File: config.mk
export PLATFORM = sky130hd
export DESIGN_NAME = qcu_bus_master_flat
export DESIGN_NICKNAME = d
export VERILOG_FILES = /design/src/rtl/qcu_bus_pkg.sv /design/src/rtl/qcu_bus_master_if.sv /design/src/rtl/qcu_sync_fifo.sv /design/src/rtl/qcu_bus_master.sv /design/src/flat_wrapper.sv
export SDC_FILE = /design/constraint.sdc
export NUM_CORES = 1
export LEC_CHECK = 0
export BUFFER_PORTS_ARGS = -buffer_cell sky130_fd_sc_hd__clkbuf_2
export CORE_MARGIN = 4
export CORE_UTILIZATION = 40
export DETAILED_ROUTE_END_ITERATION = 16
export HOLD_SLACK_MARGIN = 0.02
export SYNTH_ARGS = -nofsm -noshare
export SYNTH_HDL_FRONTEND = slang
export SYNTH_SLANG_ARGS = --single-unit
export TNS_END_PERCENT = 10
File: constraint.sdc
create_clock -name clk -period 18.1 [get_ports clk]
set_input_delay 0.905 -clock clk [delete_from_list [all_inputs] [get_ports clk]]
set_output_delay 0.905 -clock clk [all_outputs]
set_load 0.005 [all_outputs]
File: src/rtl/qcu_bus_pkg.sv
// Purpose: shared types and constants for the qcu bus master.
//   bus_op_e    : command opcodes (WRITE/READ/POLL/RSVD)
//   bus_cmd_t   : queued command payload (op, addr, wdata, mask)
//   bus_rsp_t   : queued response payload (timeout, data)
//   bus_state_e : bus master sequencing states
//   PHYS_BASE   : base address of the physics-engine peripheral window
package qcu_bus_pkg;

   localparam int unsigned ADDR_W = 32;
   localparam int unsigned DATA_W = 32;

   localparam logic [ADDR_W-1:0] PHYS_BASE = 32'h4000_0000;

   typedef enum logic [1:0] {
      WRITE = 2'd0,
      READ  = 2'd1,
      POLL  = 2'd2,
      RSVD  = 2'd3
   } bus_op_e;

   typedef struct packed {
      bus_op_e           op;
      logic [ADDR_W-1:0] addr;
      logic [DATA_W-1:0] wdata;
      logic [DATA_W-1:0] mask;
   } bus_cmd_t;

   typedef struct packed {
      logic              timeout;
      logic [DATA_W-1:0] data;
   } bus_rsp_t;

   typedef enum logic [2:0] {
      ST_IDLE     = 3'd0,
      ST_ISSUE    = 3'd1,
      ST_CAPTURE  = 3'd2,
      ST_POLL_GAP = 3'd3,
      ST_RSP_WAIT = 3'd4
   } bus_state_e;

   // Masked compare used to terminate a poll.
   function automatic logic poll_match(input logic [DATA_W-1:0] rdata,
                                       input logic [DATA_W-1:0] expected,
                                       input logic [DATA_W-1:0] mask);
      return (rdata & mask) == (expected & mask);
   endfunction

endpackage

File: src/rtl/qcu_bus_master_if.sv
// Purpose: bundles the command, response and peripheral-bus signals of the
// qcu bus master.
//   master modport : the bus master's view (drives cmd_ready, rsp_*, bus_*)
//   slave modport  : the environment's view (drives cmd_*, rsp_ready, bus_rdata)
interface qcu_bus_master_if;

   // command channel
   logic        cmd_valid;
   logic        cmd_ready;
   logic [1:0]  cmd_op;
   logic [31:0] cmd_addr;
   logic [31:0] cmd_wdata;
   logic [31:0] cmd_mask;

   // response channel
   logic        rsp_valid;
   logic        rsp_ready;
   logic [31:0] rsp_data;
   logic        rsp_timeout;

   // peripheral bus
   logic        bus_cs;
   logic        bus_we;
   logic [31:0] bus_addr;
   logic [31:0] bus_wdata;
   logic [31:0] bus_rdata;

   modport master (
      input  cmd_valid, cmd_op, cmd_addr, cmd_wdata, cmd_mask,
      output cmd_ready,
      output rsp_valid, rsp_data, rsp_timeout,
      input  rsp_ready,
      output bus_cs, bus_we, bus_addr, bus_wdata,
      input  bus_rdata
   );

   modport slave (
      output cmd_valid, cmd_op, cmd_addr, cmd_wdata, cmd_mask,
      input  cmd_ready,
      input  rsp_valid, rsp_data, rsp_timeout,
      output rsp_ready,
      input  bus_cs, bus_we, bus_addr, bus_wdata,
      output bus_rdata
   );

endinterface

File: src/rtl/qcu_sync_fifo.sv
// Purpose: single-clock FIFO with extra-MSB pointers; simultaneous push and
// pop allowed at any occupancy, no empty-to-output bypass.
//   clk, rst   : clock, asynchronous active-high reset (discards contents)
//   i_push     : write request (accepted if not full, or full and popping)
//   i_wdata    : write data
//   i_pop      : read request (ignored when empty)
//   o_rdata_c  : head entry, zero when empty
//   o_full_c   : FIFO full
//   o_empty_c  : FIFO empty
module qcu_sync_fifo #(
   parameter int unsigned WIDTH = 32,
   parameter int unsigned DEPTH = 8
) (
   input  logic             clk,
   input  logic             rst,
   input  logic             i_push,
   input  logic [WIDTH-1:0] i_wdata,
   input  logic             i_pop,
   output logic [WIDTH-1:0] o_rdata_c,
   output logic             o_full_c,
   output logic             o_empty_c
);

   localparam int unsigned AW = $clog2(DEPTH);
   localparam int unsigned PW = AW + 1;

   logic [PW-1:0]    r_wr_ptr;
   logic [PW-1:0]    r_rd_ptr;
   logic [WIDTH-1:0] r_mem [DEPTH];
   logic             w_push;
   logic             w_pop;

   assign o_empty_c = (r_wr_ptr == r_rd_ptr);
   assign o_full_c  = (r_wr_ptr[PW-1] != r_rd_ptr[PW-1]) &&
                      (r_wr_ptr[AW-1:0] == r_rd_ptr[AW-1:0]);

   // A full FIFO frees its head slot in the same cycle it is popped.
   assign w_pop  = i_pop && !o_empty_c;
   assign w_push = i_push && (!o_full_c || w_pop);

   assign o_rdata_c = o_empty_c ? '0 : r_mem[r_rd_ptr[AW-1:0]];

   // Pointer update; reset empties the FIFO.
   always_ff @(posedge clk or posedge rst) begin
      if (rst) begin
         r_wr_ptr <= '0;
         r_rd_ptr <= '0;
      end else begin
         if (w_push) r_wr_ptr <= r_wr_ptr + PW'(1);
         if (w_pop)  r_rd_ptr <= r_rd_ptr + PW'(1);
      end
   end

   // Storage array.
   always_ff @(posedge clk) begin
      if (w_push) r_mem[r_wr_ptr[AW-1:0]] <= i_wdata;
   end

endmodule

File: src/rtl/qcu_bus_master.sv
// Purpose: command-driven bus master. Queued WRITE/READ/POLL commands are
// issued as single peripheral-bus transactions; READ and POLL results are
// queued for the requester.
//   clk, rst : clock, asynchronous active-high reset
//   bus_if   : command, response and peripheral-bus signals (master modport)
//   busy     : sequencer active or commands pending
//   err_op   : sticky flag, a reserved opcode was received
module qcu_bus_master
   import qcu_bus_pkg::*;
#(
   parameter int unsigned CMD_DEPTH  = 8,
   parameter int unsigned RSP_DEPTH  = 8,
   parameter int unsigned POLL_LIMIT = 1024
) (
   input  logic               clk,
   input  logic               rst,
   qcu_bus_master_if.master   bus_if,
   output logic               busy,
   output logic               err_op
);

   localparam int unsigned CNT_W = $clog2(POLL_LIMIT + 1);
   localparam int unsigned CMD_W = $bits(bus_cmd_t);
   localparam int unsigned RSP_W = $bits(bus_rsp_t);

   bus_state_e        r_state;
   bus_state_e        w_next;
   bus_cmd_t          r_cmd;
   logic [CNT_W-1:0]  r_poll_cnt;
   logic [DATA_W-1:0] r_rdata;
   logic              r_timeout;
   logic              r_err_op;
   logic              r_bus_cs;
   logic              r_bus_we;
   logic [ADDR_W-1:0] r_bus_addr;
   logic [DATA_W-1:0] r_bus_wdata;

   bus_cmd_t          w_cmd_in;
   bus_cmd_t          w_cmd_head;
   logic              w_cmd_push;
   logic              w_cmd_pop;
   logic              w_cmd_full;
   logic              w_cmd_empty;
   bus_rsp_t          w_rsp_in;
   bus_rsp_t          w_rsp_head;
   logic              w_rsp_push;
   logic              w_rsp_full;
   logic              w_rsp_empty;
   logic              w_rsp_can_push;
   logic              w_set_err;
   logic              w_capture;
   logic              w_cap_timeout;
   logic              w_issue;
   bus_op_e           w_issue_op;
   logic [ADDR_W-1:0] w_issue_addr;
   logic [DATA_W-1:0] w_issue_wdata;

   // Command queue.
   assign w_cmd_in = '{op:    bus_op_e'(bus_if.cmd_op),
                       addr:  bus_if.cmd_addr,
                       wdata: bus_if.cmd_wdata,
                       mask:  bus_if.cmd_mask};
   assign w_cmd_push = bus_if.cmd_valid && !w_cmd_full;

   qcu_sync_fifo #(
      .WIDTH (CMD_W),
      .DEPTH (CMD_DEPTH)
   ) u_cmd_fifo (
      .clk       (clk),
      .rst       (rst),
      .i_push    (w_cmd_push),
      .i_wdata   (w_cmd_in),
      .i_pop     (w_cmd_pop),
      .o_rdata_c (w_cmd_head),
      .o_full_c  (w_cmd_full),
      .o_empty_c (w_cmd_empty)
   );

   // Response queue.
   assign w_rsp_in = '{timeout: r_timeout, data: r_rdata};
   // A full response queue still takes a push when its head leaves this cycle.
   assign w_rsp_can_push = !w_rsp_full || bus_if.rsp_ready;

   qcu_sync_fifo #(
      .WIDTH (RSP_W),
      .DEPTH (RSP_DEPTH)
   ) u_rsp_fifo (
      .clk       (clk),
      .rst       (rst),
      .i_push    (w_rsp_push),
      .i_wdata   (w_rsp_in),
      .i_pop     (bus_if.rsp_ready),
      .o_rdata_c (w_rsp_head),
      .o_full_c  (w_rsp_full),
      .o_empty_c (w_rsp_empty)
   );

   // State register.
   always_ff @(posedge clk or posedge rst) begin
      if (rst) r_state <= ST_IDLE;
      else     r_state <= w_next;
   end

   // Next-state and control decode.
   always_comb begin
      w_next        = r_state;
      w_cmd_pop     = 1'b0;
      w_rsp_push    = 1'b0;
      w_set_err     = 1'b0;
      w_capture     = 1'b0;
      w_cap_timeout = 1'b0;
      w_issue_op    = r_cmd.op;
      w_issue_addr  = r_cmd.addr;
      w_issue_wdata = r_cmd.wdata;

      unique case (r_state)
         ST_IDLE: begin
            if (!w_cmd_empty) begin
               w_cmd_pop     = 1'b1;
               // The command is not registered yet; issue straight from the head.
               w_issue_op    = w_cmd_head.op;
               w_issue_addr  = w_cmd_head.addr;
               w_issue_wdata = w_cmd_head.wdata;
               if (w_cmd_head.op == RSVD) w_set_err = 1'b1;
               else                       w_next    = ST_ISSUE;
            end
         end
         ST_ISSUE: begin
            w_next = (r_cmd.op == WRITE) ? ST_IDLE : ST_CAPTURE;
         end
         ST_CAPTURE: begin
            w_capture = 1'b1;
            if (r_cmd.op != POLL ||
                poll_match(bus_if.bus_rdata, r_cmd.wdata, r_cmd.mask)) begin
               w_next = ST_RSP_WAIT;
            end else if (r_poll_cnt == CNT_W'(POLL_LIMIT)) begin
               w_cap_timeout = 1'b1;
               w_next        = ST_RSP_WAIT;
            end else begin
               w_next = ST_POLL_GAP;
            end
         end
         ST_POLL_GAP: begin
            w_next = ST_ISSUE;
         end
         ST_RSP_WAIT: begin
            if (w_rsp_can_push) begin
               w_rsp_push = 1'b1;
               w_next     = ST_IDLE;
            end
         end
         default: begin
            w_next = ST_IDLE;
         end
      endcase
   end

   // Bus outputs are registered off the next state so they line up with ISSUE.
   assign w_issue = (w_next == ST_ISSUE);

   always_ff @(posedge clk or posedge rst) begin
      if (rst) begin
         r_bus_cs    <= 1'b0;
         r_bus_we    <= 1'b0;
         r_bus_addr  <= '0;
         r_bus_wdata <= '0;
      end else begin
         r_bus_cs    <= w_issue;
         r_bus_we    <= w_issue && (w_issue_op == WRITE);
         r_bus_addr  <= w_issue ? w_issue_addr : '0;
         r_bus_wdata <= (w_issue && (w_issue_op == WRITE)) ? w_issue_wdata : '0;
      end
   end

   // Current command, poll count, captured read data and error flag.
   always_ff @(posedge clk or posedge rst) begin
      if (rst) begin
         r_cmd      <= '0;
         r_poll_cnt <= '0;
         r_rdata    <= '0;
         r_timeout  <= 1'b0;
         r_err_op   <= 1'b0;
      end else begin
         if (w_cmd_pop) begin
            r_cmd      <= w_cmd_head;
            r_poll_cnt <= '0;
         end else if (r_state == ST_ISSUE && r_cmd.op == POLL) begin
            r_poll_cnt <= r_poll_cnt + CNT_W'(1);
         end
         if (w_capture) begin
            r_rdata   <= bus_if.bus_rdata;
            r_timeout <= w_cap_timeout;
         end
         if (w_set_err) r_err_op <= 1'b1;
      end
   end

   assign bus_if.cmd_ready   = !w_cmd_full;
   assign bus_if.rsp_valid   = !w_rsp_empty;
   assign bus_if.rsp_data    = w_rsp_head.data;
   assign bus_if.rsp_timeout = w_rsp_head.timeout;
   assign bus_if.bus_cs      = r_bus_cs;
   assign bus_if.bus_we      = r_bus_we;
   assign bus_if.bus_addr    = r_bus_addr;
   assign bus_if.bus_wdata   = r_bus_wdata;

   assign busy   = (r_state != ST_IDLE) || !w_cmd_empty;
   assign err_op = r_err_op;

endmodule
File: src/flat_wrapper.sv
// flat-port wrapper written by rule: the top's interface ports become plain ports
module qcu_bus_master_flat import qcu_bus_pkg::*;
#(
   parameter int unsigned CMD_DEPTH  = 8,
   parameter int unsigned RSP_DEPTH  = 8,
   parameter int unsigned POLL_LIMIT = 1024
)
  (clk, rst, busy, err_op, bus_if_cmd_valid, bus_if_cmd_op, bus_if_cmd_addr, bus_if_cmd_wdata, bus_if_cmd_mask, bus_if_cmd_ready, bus_if_rsp_valid, bus_if_rsp_data, bus_if_rsp_timeout, bus_if_rsp_ready, bus_if_bus_cs, bus_if_bus_we, bus_if_bus_addr, bus_if_bus_wdata, bus_if_bus_rdata);
  qcu_bus_master_if bus_if_i ();
  input  logic clk;
  input  logic rst;
  output logic busy;
  output logic err_op;
  input wire logic [$bits(bus_if_i.cmd_valid)-1:0] bus_if_cmd_valid;
  input wire logic [$bits(bus_if_i.cmd_op)-1:0] bus_if_cmd_op;
  input wire logic [$bits(bus_if_i.cmd_addr)-1:0] bus_if_cmd_addr;
  input wire logic [$bits(bus_if_i.cmd_wdata)-1:0] bus_if_cmd_wdata;
  input wire logic [$bits(bus_if_i.cmd_mask)-1:0] bus_if_cmd_mask;
  output wire logic [$bits(bus_if_i.cmd_ready)-1:0] bus_if_cmd_ready;
  output wire logic [$bits(bus_if_i.rsp_valid)-1:0] bus_if_rsp_valid;
  output wire logic [$bits(bus_if_i.rsp_data)-1:0] bus_if_rsp_data;
  output wire logic [$bits(bus_if_i.rsp_timeout)-1:0] bus_if_rsp_timeout;
  input wire logic [$bits(bus_if_i.rsp_ready)-1:0] bus_if_rsp_ready;
  output wire logic [$bits(bus_if_i.bus_cs)-1:0] bus_if_bus_cs;
  output wire logic [$bits(bus_if_i.bus_we)-1:0] bus_if_bus_we;
  output wire logic [$bits(bus_if_i.bus_addr)-1:0] bus_if_bus_addr;
  output wire logic [$bits(bus_if_i.bus_wdata)-1:0] bus_if_bus_wdata;
  input wire logic [$bits(bus_if_i.bus_rdata)-1:0] bus_if_bus_rdata;
  assign bus_if_i.cmd_valid = bus_if_cmd_valid;
  assign bus_if_i.cmd_op = bus_if_cmd_op;
  assign bus_if_i.cmd_addr = bus_if_cmd_addr;
  assign bus_if_i.cmd_wdata = bus_if_cmd_wdata;
  assign bus_if_i.cmd_mask = bus_if_cmd_mask;
  assign bus_if_cmd_ready = bus_if_i.cmd_ready;
  assign bus_if_rsp_valid = bus_if_i.rsp_valid;
  assign bus_if_rsp_data = bus_if_i.rsp_data;
  assign bus_if_rsp_timeout = bus_if_i.rsp_timeout;
  assign bus_if_i.rsp_ready = bus_if_rsp_ready;
  assign bus_if_bus_cs = bus_if_i.bus_cs;
  assign bus_if_bus_we = bus_if_i.bus_we;
  assign bus_if_bus_addr = bus_if_i.bus_addr;
  assign bus_if_bus_wdata = bus_if_i.bus_wdata;
  assign bus_if_i.bus_rdata = bus_if_bus_rdata;
  qcu_bus_master #(.CMD_DEPTH(CMD_DEPTH), .RSP_DEPTH(RSP_DEPTH), .POLL_LIMIT(POLL_LIMIT)) u_core (.clk(clk), .rst(rst), .bus_if(bus_if_i), .busy(busy), .err_op(err_op));
endmodule
==> metrics.md, run 1 <==
| Metric | Value |
|---|---|
| Tmin final | 4.63 ns |
| Critical Path Source Type | flip-flop |
| Clock Skew | 0.0373 ns |
| GR peak layer | met2 |
| Die area | roughly 130,000 µm² |
| DRT Pass-1 Iters | 5 |
| Via count | around 23,000 |
| Max-slew violation count | 0 |
| RSZ-0062 raised after global routing | no |
| Asr flop ratio synth | 0.179 |
| Worst-path clk slew | 0.06 ns |
| Mux share of post-synthesis cell area | 0.158 |
| Largest family of logic cells by synthesized area | multiplexers |
| Synth Cell Area | between 40,000 and 50,000 µm² |
| Root Buffer | clkbuf_16 |
| Post-Synth Adder-Cell Area | 0.00155 |
| Clock Tree Buf Depth | 3 |
| Initial Utilization | 0.403 |
| Pwr dens | 171 nW/µm² |
| YS warnings | 0 |
| Mapped Cells | around 2,300 |
| Core box area | 120,000 µm² |
| Crit path DAT | 4.99 ns |
| Synth top cells by count | edfxtp_1, mux4_2, dfrtp_1 |
| Flops & latches, synth | 1,276 |
| Top cells by area, synth | edfxtp_1, mux4_2, dfrtp_1, mux2i_1, xor2_1 |
| Final Wtd Congestion | about 0.74 |
| Number of synthesized flops with an enable pin | 1,048 |
| Dpl hpwl | 65,300 µm |
| Critical Path RT | between 15 and 20 ns |
| Clock latency at the later pin of the worst-skew pair | 0.74 ns |
| Status | complete, no violations |
| Setup Total Neg Slack | 0 ns |
| Syn nets | 2,452 |
| Final setup violation count | 0 |
| Post-Synth Simple-Gate Area | 0.0219 |
| Vias/cell | 5.30 |
| Worst Path Max Fanout | 41 |
| Die height | 355 µm |
| Drc violations | 0 |
| Port buffer count | 236 |
| Compound-cell area share of the yosys netlist | 0.0256 |
| Count leader, synth | edfxtp_1 |
| First-pass GRT wire length | approximately 160,000 µm |
| Syn_area_per_cell | 20.9 µm² |
| Met1 Use GR | 0.234 |
| Vias in the first global route | 24,200 |
| Leak | 19.3 nW |
| Synth cell types | between 40 and 50 |
| Inserted Clock Buffers | 135 |
| Crit. End Element | flip-flop |
| Area share of the leading cell type in the synthesized netlist | 0.652 |
| Post-CTS setup buffer count | 0 |
| Peak supply drop | ~0.00011 V |
| Final Hold Vio Count | 0 |
| Main flop type after synthesis | edfxtp_1 |
| Max-Cap Viols | 0 |
| GR Overflow Total | 0 |
| Sequential area share after synthesis | 0.770 |
| Ratio of cells with drive above 1 in the final layout | 0.303 |
| IO Count | around 240 |
| Slew headroom | 0.196 |
| Placed Cells | ~4,100 |
| Post-cts repair resize count | 0 |
| Crit Path Category | flip-flop to flip-flop |
| Average wire per standard cell | between 20 and 30 µm |
| Met3 Resource Use GR | 0.0474 |
| TritonCTS clock tree | yes |
| Hold Crit Class | input port to async pin |
| Worst slew pin tran | approximately 1.2 ns |
| Final #Nets | 2,750 |
| Max Freq | 216 MHz |
| Row count | 127 |
| Initial drt markers | roughly 1,800 |
| Antenna Violating Nets Remaining | 0 |
| Final wirelength | about 110,000 µm |
| Non-Filler Instances | ~4,400 |
| # hold bufs at CTS | 0 |
| Htree depth | 4 |
| GRT Resource Usage Total | 0.177 |
| Met2 Use GR | 0.284 |
| Post-Synth XOR/XNOR Area | 0.0111 |
| Initial antenna violation count | 30 |
| Pin count of the biggest net entering global routing | 107 |
| Clock sinks | 1,276 |
| Layout area overhead | 15.6% |
| Die width | 355 µm |
| Biggest area consumer among synthesized cells | edfxtp_1 |
| Fin crit share | 0.256 |
[layout make-up]
cell class / instances / area (µm²)
clock buffer: 206 / 3850
sequential: 1276 / 37200
tap: 1612 / 2020
inverter: 7 / 33.8
timing repair buffer: 281 / 1520
clock inverter: 43 / 494
antenna: 20 / 50.0
multi-input combinational: 909 / 10700
fill: 9940 / 64100
[per-stage QoR]
stage,utilization,setup slack (ns),instance area (µm²),hold slack [ns],total power [W]
floorplan,-,9.34,48300,0.450,0.00608
global placement,0.429,13.37,51400,0.449,0.00690
detailed placement,0.429,13.36,51400,0.460,0.00700
CTS,0.465,13.33,55800,0.371,0.00969
global route,0.465,13.17,55800,0.399,0.0100
finish,0.465,13.47,55800,0.333,0.00955
[worst max-delay path, cell delays in order (launching register included)]
cell and delay (ns):
dfrtp_4 0.99, xor2_1 0.38, or4b_1 0.26, nand3_1 0.32, nor2_4 0.74, buf_4 0.68, buf_4 0.73
[flip-flops by register name (all words and copies together) (netlist names), 11 cells and up]
| name | flops |
|---|---|
| u_core.bus_if.bus_addr | 32 |
| u_core.bus_if.bus_wdata | 32 |
| u_core.r_cmd | 98 |
| u_core.r_poll_cnt | 11 |
| u_core.r_rdata | 32 |
| u_core.u_cmd_fifo.r_mem | 784 |
| u_core.u_rsp_fifo.r_mem | 264 |
[routing by layer]
layer  wire, µm  vias up  share of wire
met5         70        -        0.00063
met4       2990       10          0.027
met3       8050      179          0.072
met2      54200      695           0.49
met1      45900    12200           0.41
li1           -     9983              -
[logic make-up (layout without fill, tap and decap cells)]
family                   count (synthesis)  count (layout)
adder cells (fa/ha/maj)                  6               6
buffers and inverters                  127             537
multiplexers                           428             428
flip-flops                            1276            1276
AND/OR/NAND/NOR                        237             237
other                                    0              20
AO/OA/AOI/OAI                          177             177
XOR/XNOR                                61              61
[final timing paths]
path | start | to | slack [ns] | cells past startpoint
setup / recovery | u_core.u_cmd_fifo.r_rd_ptr[2]$_DFFE_PP0P_ | u_core.u_cmd_fifo.r_mem[7][20]$_DFFE_PP_ | 13.47 | 6
hold / removal | rst | u_core.bus_if.bus_wdata[13]$_DFF_PP0_ | 0.33 | 2
setup reg to reg | u_core.u_cmd_fifo.r_rd_ptr[2]$_DFFE_PP0P_ | u_core.u_cmd_fifo.r_mem[7][20]$_DFFE_PP_ | 13.47 | 6
hold reg to reg | u_core.err_op$_DFFE_PP0P_ | u_core.err_op$_DFFE_PP0P_ | 0.48 | 1
max in group asynchronous | rst | u_core.r_cmd[23]$_DFFE_PP0P_ | 16.25 | 3
min in group clk | bus_if_cmd_wdata[31] | u_core.u_cmd_fifo.r_mem[4][63]$_DFFE_PP_ | 0.44 | 1
[report_power, final]
group | internal [W] | switching [W] | leakage [nW]
sequential | 0.00383 | 0.000373 | 12.3
combinational | 0.00114 | 0.00153 | 4.84
clock | 0.00157 | 0.00111 | 2.11
[cell usage in the layout, fill, tap and decap left out, types with 31 or more instances in the layout]
master / n
edfxtp_1: 1048
nand2_1: 65
o21ai_0: 31
mux2i_1: 129
mux2_2: 34
buf_4: 45
clkbuf_2: 236
mux4_2: 262
xor2_1: 51
clkbuf_16: 139
nor2_1: 97
clkbuf_1: 55
a21oi_1: 51
dfrtp_1: 222
No activity file was read; power rests on OpenSTA's default activity.
==> inputs of run 2 (changes only) <==
--- a/config.mk
+++ b/config.mk
@@ -5,6 +5,7 @@
 export SDC_FILE = /design/constraint.sdc
 export NUM_CORES = 1
 export LEC_CHECK = 0
+export ABC_AREA = 1
 export BUFFER_PORTS_ARGS = -buffer_cell sky130_fd_sc_hd__clkbuf_2
 export CORE_MARGIN = 4
 export CORE_UTILIZATION = 40
==> constraint.sdc (replaced) <==
create_clock -name clk -period 4.4 [get_ports clk]
set_input_delay 0.22 -clock clk [delete_from_list [all_inputs] [get_ports clk]]
set_output_delay 0.22 -clock clk [all_outputs]
set_load 0.005 [all_outputs]
==> run 2 against run 1 <==
Effect of this change:
- routed wire length grew 15%
- clock power rose to 4.3 times the previous value
- non-clock buffer count grew 149
- largest cell class unchanged
==> metrics.md, run 2 <==
| Metric | Value |
|---|---|
| Max-slew violation count | 0 |
| Port buffer count | 236 |
| Core box area | 123,000 µm² |
| Pin count of the biggest net entering global routing | 198 |
| Max-Cap Viols | 0 |
| Leak | roughly 21 nW |
| Hold Crit Class | input port to async pin |
| Crit path buffers/inverters | 2 |
| Slew headroom | 0.110 |
| Row count | around 130 |
| Die height | approximately 360 µm |
| Hold WS | roughly 0.077 ns |
| Clock sinks | about 1,300 |
| Final #Nets | 4,469 |
| Die area | approximately 130,000 µm² |
| Top cells by area, synth | edfxtp_1, dfrtp_1, nor2_1, o21ai_0, nand2_1 |
| # hold bufs at CTS | 133 |
| Max reg flops | 784 |
| Ratio of cells with drive above 1 in the final layout | 0.119 |
| Vias in the first global route | ~30,000 |
| Worst Path Max Fanout | 38 |
| Crit. End Element | output pin |
| GR Overflow Total | 0 |
| Inserted Clock Buffers | 134 |
| Dpl hpwl | roughly 72,000 µm |
| Crit-path slowest cell | nand2_1 |
| Area share of the leading cell type in the synthesized netlist | 0.635 |
| Status | complete, no violations |
| Worst-path clk slew | 0.06 ns |
| Pwr dens | 703 nW/µm² |
| Clock latency at the later pin of the worst-skew pair | roughly 0.75 ns |
| First-pass GRT wire length | 193,000 µm |
| RSZ-0062 raised after global routing | no |
| Initial Utilization | 0.405 |
| Drc violations | 0 |
| Final wirelength | 128,000 µm |
| Critical Path RT | about 4.2 ns |
| Syn_area_per_cell | between 10 and 15 µm² |
| Root Buffer | clkbuf_16 |
| Initial antenna violation count | 23 |
| YS warnings | 0 |
| Max incr delay on CP | slightly above 0.7 ns |
| TritonCTS clock tree | yes |
| Initial drt markers | ~3,100 |
| Tmin final | roughly 3.6 ns |
| Clock Tree Buf Depth | 3 |
| Count leader, synth | edfxtp_1 |
| Max Freq | 275 MHz |
| DRT Pass-1 Iters | 6 |
| Flops & latches, synth | 1,276 |
| Most frequent cells in the layout | edfxtp_1, nor2_1, o21ai_0, nand2_1, clkbuf_2 |
| Sequential area share after synthesis | 0.750 |
| GRT Resource Usage Total | 0.194 |
| Synth Cell Area | 49,600 µm² |
| Main flop type after synthesis | edfxtp_1 |
| Design Power | a little over 0.04 W |
| Worst slew pin tran | 1.33 ns |
| Average wire per standard cell | about 21 µm |
| Setup Total Neg Slack | 0 ns |
| Most common cell after layout, fill and taps aside | edfxtp_1 |
| IO Count | between 200 and 250 |
| Crit Path Category | flip-flop to output pin |
| Biggest area consumer among synthesized cells | edfxtp_1 |
| Asr flop ratio synth | 0.179 |
| Antenna Violating Nets Remaining | 0 |
| Layout filler cell count | 10,800 |
| Mapped Cells | 4,001 |
| Synth cell types | 37 |
| Crit path DAT | 3.41 ns |
| Peak supply drop | approximately 0.00084 V |
| Number of synthesized flops with an enable pin | 1,048 |
| Htree depth | 4 |
| Syn nets | 4,141 |
| Synth top cells by count | edfxtp_1, nor2_1, o21ai_0 |
| Via count | 31,600 |
| Final setup violation count | 0 |
| Post-cts repair resize count | 0 |
| Final Hold Vio Count | 0 |
| Vias/cell | between 5 and 6 |
| Post-CTS setup buffer count | 0 |
| Layout area overhead | 17.8% |
| Die width | 360 µm |
| Critical Path Source Type | flip-flop |
| CP delay by family, top | simple AND/OR/NAND/NOR gates |
| Final Wtd Congestion | 0.797 |
| Clock Skew | 0.0246 ns |
| Fin crit share | 0.826 |
| CP Cell Sequence | xor2_1 -> nor3_1 -> nand2_1 -> buf_4 -> o21ai_0 -> nor2_1 -> clkbuf_2 |
## run 2: cell types whose count changed in the layout (fill, tap and decap cells not counted), moves of 47 or more
cell / before / now
dlygate4sd3_1: 0 / 133
o211ai_1: 0 / 85
o21ai_0: 31 / 497
mux4_2: 262 / 0
a21oi_1: 51 / 4
o32ai_1: 1 / 66
nand3_1: 5 / 110
a31oi_1: 0 / 75
inv_1: 5 / 166
nor2_1: 97 / 896
o21ai_1: 21 / 73
nand2_1: 65 / 413
mux2i_1: 129 / 0
## run 2: worst paths after layout
| path | slack (ns) | startpoint | to | cells past startpoint |
|---|---|---|---|---|
| min in group clk | 0.29 | bus_if_cmd_addr[19] | u_core.u_cmd_fifo.r_mem[6][83]$_DFFE_PP_ | 2 |
| max in group asynchronous | 3.31 | rst | u_core.bus_if.bus_addr[0]$_DFF_PP0_ | 4 |
| worst max register to register | 1.16 | u_core.u_cmd_fifo.r_rd_ptr[2]$_DFFE_PP0P_ | u_core.u_cmd_fifo.r_rd_ptr[2]$_DFFE_PP0P_ | 8 |
| worst max-delay path | 0.77 | u_core.u_rsp_fifo.r_rd_ptr[0]$_DFFE_PP0P_ | bus_if_rsp_data[1] | 7 |
| worst min-delay path | 0.08 | rst | u_core.r_cmd[74]$_DFFE_PP0P_ | 3 |
| worst min register to register | 0.48 | u_core.u_rsp_fifo.r_wr_ptr[3]$_DFFE_PP0P_ | u_core.u_rsp_fifo.r_wr_ptr[3]$_DFFE_PP0P_ | 1 |
## run 2: worst register-to-register path: stages, from the launching register on
cell and delay (ns):
dfrtp_4 0.66, xnor2_1 0.22, nand2_1 0.13, nor2_4 0.06, nor2_8 0.54, buf_4 0.75, buf_4 0.47, nand2_1 0.12
xor2_1 0.15
## run 2: cell type report
cell class | instances | area, µm² | area share
tap | 1625 | 2030 | 0.0348
clock buffer | 177 | 3640 | 0.0623
inverter | 173 | 672 | 0.0115
clock inverter | 72 | 858 | 0.0147
multi-input combinational | 2314 | 10800 | 0.185
antenna | 13 | 32.5 | 0.000557
timing repair buffer | 430 | 3160 | 0.0541
sequential | 1276 | 37200 | 0.637
## run 2: cell families after synthesis
group                      share of synthesized area
and+or+nand+nor                                0.115
AOI/OAI and AO/OA                             0.0959
DFF                                            0.750
adders and majority gates                    0.00151
buffers and inverters                         0.0345
xor gates and xnor gates                     0.00386
## run 2: where the power goes
group / total (W) / internal [W] / switching [W]
clock network: 0.0114 / 0.00672 / 0.00473
logic: 0.0126 / 0.00374 / 0.00882
registers: 0.0171 / 0.0157 / 0.00137
total: 0.0411 / 0.0261 / 0.0149
## run 2: layer usage
layer	wire, µm	GRT usage
met1	57600	0.275
met2	58900	0.304
met3	8470	0.0420
met4	2850	0.0547
met5	124	0
## run 2: through the flow
stage	cell area, µm²	util	instances	setup slack [ns]
5_1_grt	58400	0.477	6071	0.643
3_5_place_dp	52600	0.429	5685	1.13
6_report	58400	0.477	6080	0.766
4_1_cts	58400	0.476	6067	0.777
3_3_place_gp	52600	0.429	5685	1.16
2_1_floorplan	49600	-	4001	-1.45
==> inputs of run 3 (changes only) <==
==> constraint.sdc (replaced) <==
create_clock -name clk -period 3.3 [get_ports clk]
set_input_delay 0.165 -clock clk [delete_from_list [all_inputs] [get_ports clk]]
set_output_delay 0.165 -clock clk [all_outputs]
set_load 0.005 [all_outputs]
==> run 3 against run 2 <==
Effect of this change:
- die area stayed put
- register-to-register slack got worse by 0.46 ns
- clock skew fell by 0.0031 ns
- sequential share of layout area shrank 0.35 points
- largest power group unchanged
- highest routed layer unchanged
==> metrics.md, run 3 (synthesized netlist as in run 2, its figures left out) <==
| Metric | Value |
|---|---|
| Most frequent cells in the layout | edfxtp_1, nor2_1, o21ai_0, nand2_1, clkbuf_2 |
| Final Wtd Congestion | 0.784 |
| Initial Utilization | 0.405 |
| Slew headroom | 0.442 |
| Htree depth | 4 |
| RSZ-0062 raised after global routing | no |
| Vias/cell | approximately 5.2 |
| Max-Cap Viols | 0 |
| Setup crit start | u_core.u_rsp_fifo.r_rd_ptr[0]$_DFFE_PP0P_ |
| Fin util | 0.479 |
| Max-slew violation count | 0 |
| Tmin final | 2.96 ns |
| Worst slew pin tran | between 0.8 and 0.9 ns |
| Internal power | 0.0351 W |
| FF-to-FF setup slack | around 0.7 ns |
| Antenna Violating Nets Remaining | 0 |
| Final Hold Vio Count | 0 |
| Average wire per standard cell | 21.0 µm |
| First-pass GRT wire length | 193,000 µm |
| Layout filler cell count | 10,800 |
| Die width | between 300 and 400 µm |
| Worst-path clk slew | roughly 0.060 ns |
| IO Count | around 240 |
| Core box area | around 120,000 µm² |
| Switching Power | between 0.015 and 0.02 W |
| Final Cell Area | 58,700 µm² |
| CP most frequent cell | nor2_1 |
| Clock Tree Buf Depth | 3 |
| FF-to-FF End | u_core.u_cmd_fifo.r_mem[3][18]$_DFFE_PP_ |
| Max reg flops | 784 |
| Hold Crit Class | input port to flip-flop |
| Met3 Resource Use GR | 0.0410 |
| Final #Nets | 4,485 |
| Vias in the first global route | 30,900 |
| CP Depth | 7 |
| Die area | around 130,000 µm² |
| Clock latency at the later pin of the worst-skew pair | about 0.74 ns |
| TritonCTS clock tree | yes |
| Worst Path Max Fanout | 100 |
| Sw frac | 0.363 |
| Clock sinks | 1,276 |
| Clk pwr share | 0.276 |
| Inserted Clock Buffers | roughly 140 |
| GR Overflow Total | 0 |
| Post-DP Area | between 50,000 and 60,000 µm² |
| Crit-path slowest cell | dfrtp_4 |
| Drc violations | 0 |
| Met1 Use GR | 0.275 |
| DRT Pass-1 Iters | 5 |
| Leak | roughly 22 nW |
| CP Cell Sequence | clkinv_2 -> buf_12 -> nor2_1 -> o32ai_1 -> nor2_1 -> nor2_1 -> clkbuf_2 |
| Crit Path Category | flip-flop to output pin |
| Met2 Use GR | 0.304 |
| Via count | 31,700 |
| Max incr delay on CP | 0.62 ns |
| Logic gate share of total power | 0.314 |
| Crit. End Element | output pin |
| Layout area overhead | 18.4% |
| Dpl hpwl | 72,400 µm |
| Status | complete, no violations |
| Port buffer count | 236 |
| GR peak layer | met2 |
| FF-to-FF path depth | 7 |
| Reg2Reg Launch Point | u_core.u_cmd_fifo.r_rd_ptr[1]$_DFFE_PP0P_ |
| Most common cell after layout, fill and taps aside | edfxtp_1 |
| Clock Skew | 0.0214 ns |
| Peak supply drop | 0.000664 V |
| Final setup violation count | 0 |
| Critical Path Source Type | flip-flop |
| Fin crit share | 0.898 |
| Pin count of the biggest net entering global routing | ~140 |
| Max Freq | 337 MHz |
| Initial drt markers | 3,054 |
| Final wirelength | approximately 130,000 µm |
| Ratio of cells with drive above 1 in the final layout | 0.125 |
| Initial antenna violation count | 21 |
| Seq pwr share | 0.410 |
| Root Buffer | clkbuf_16 |
| Crit path DAT | 2.80 ns |
| CP endpoint | bus_if_rsp_data[7] |
| Row count | approximately 130 |
| Crit path buffers/inverters | 3 |
| GRT Resource Usage Total | 0.194 |
| CP delay by family, top | buffers and inverters |
| Critical Path RT | roughly 3.1 ns |
| Post-CTS setup buffer count | 0 |
| Die height | 360 µm |
| Pwr dens | 937 nW/µm² |
## run 3: changes by cell type in the layout (fill, tap and decap cells not counted), moves of 2 or more
| cell | delta |
|---|---|
| clkinv_2 | +7 |
| buf_12 | +16 |
| clkinv_1 | -6 |
| clkinvlp_4 | +2 |
| bufinv_16 | -4 |
| diode_2 | -2 |
| clkbuf_1 | -10 |
| buf_4 | -3 |
| clkbuf_8 | +9 |
## run 3: timing repair
action	in CTS	in global routing
endpoints found under the setup margin	0	2
resized for setup	0	1
hold endpoints to repair	1043	0
hold buffers	134	0
## run 3: per-stage QoR
stage                     setup TNS (ns)  hold WS [ns]  power, W  std cells  worst slack (ns)
after global placement                 0         0.198    0.0399       5699             0.797
after detailed placement               0         0.192    0.0402       5699             0.717
after global routing                   0         0.252    0.0585       6087             0.145
after CTS                              0         0.205    0.0555       6082             0.178
final                                  0         0.258    0.0550       6093             0.335
after floorplan                 -1730.72         0.264    0.0338       4001             -2.48
## run 3: layout make-up
type	instances	area, µm²	area share
antenna	11	27.5	0.000469
clock buffer	177	3750	0.0638
clock inverter	72	753	0.0128
inverter	173	672	0.0114
multi-input combinational	2314	10800	0.184
sequential	1276	37200	0.633
tap	1625	2030	0.0346
timing repair buffer	445	3480	0.0592
## run 3: worst min-delay path by stage
stage	cells past startpoint	slack [ns]	from	endpoint
floorplan	0	0.26	bus_if_cmd_mask[0]	u_core.u_cmd_fifo.r_mem[0][0]$_DFFE_PP_
global route	2	0.25	bus_if_cmd_wdata[29]	u_core.u_cmd_fifo.r_mem[7][61]$_DFFE_PP_
finish	2	0.26	bus_if_cmd_wdata[25]	u_core.u_cmd_fifo.r_mem[5][57]$_DFFE_PP_
CTS	2	0.21	bus_if_cmd_addr[21]	u_core.u_cmd_fifo.r_mem[7][85]$_DFFE_PP_
global placement	2	0.20	rst	u_core.r_cmd[6]$_DFFE_PP0P_
detailed placement	2	0.19	rst	u_core.r_cmd[3]$_DFFE_PP0P_
## run 3: metal layers
metal  routed length [µm]  vias to the layer above
li1                     -                    14900
met1                57600                    15700
met2                58300                      921
met3                 8630                      201
met4                 2980                       14
met5                   90                        -
## run 3: power groups by stage
stage          registers, W  logic [W]  clock network (W)
2_1_floorplan        0.0223     0.0115                  0
3_3_place_gp         0.0228     0.0171                  0
3_5_place_dp         0.0229     0.0173                  0
4_1_cts              0.0226     0.0175             0.0155
5_1_grt              0.0228     0.0195             0.0162
6_report             0.0226     0.0173             0.0152
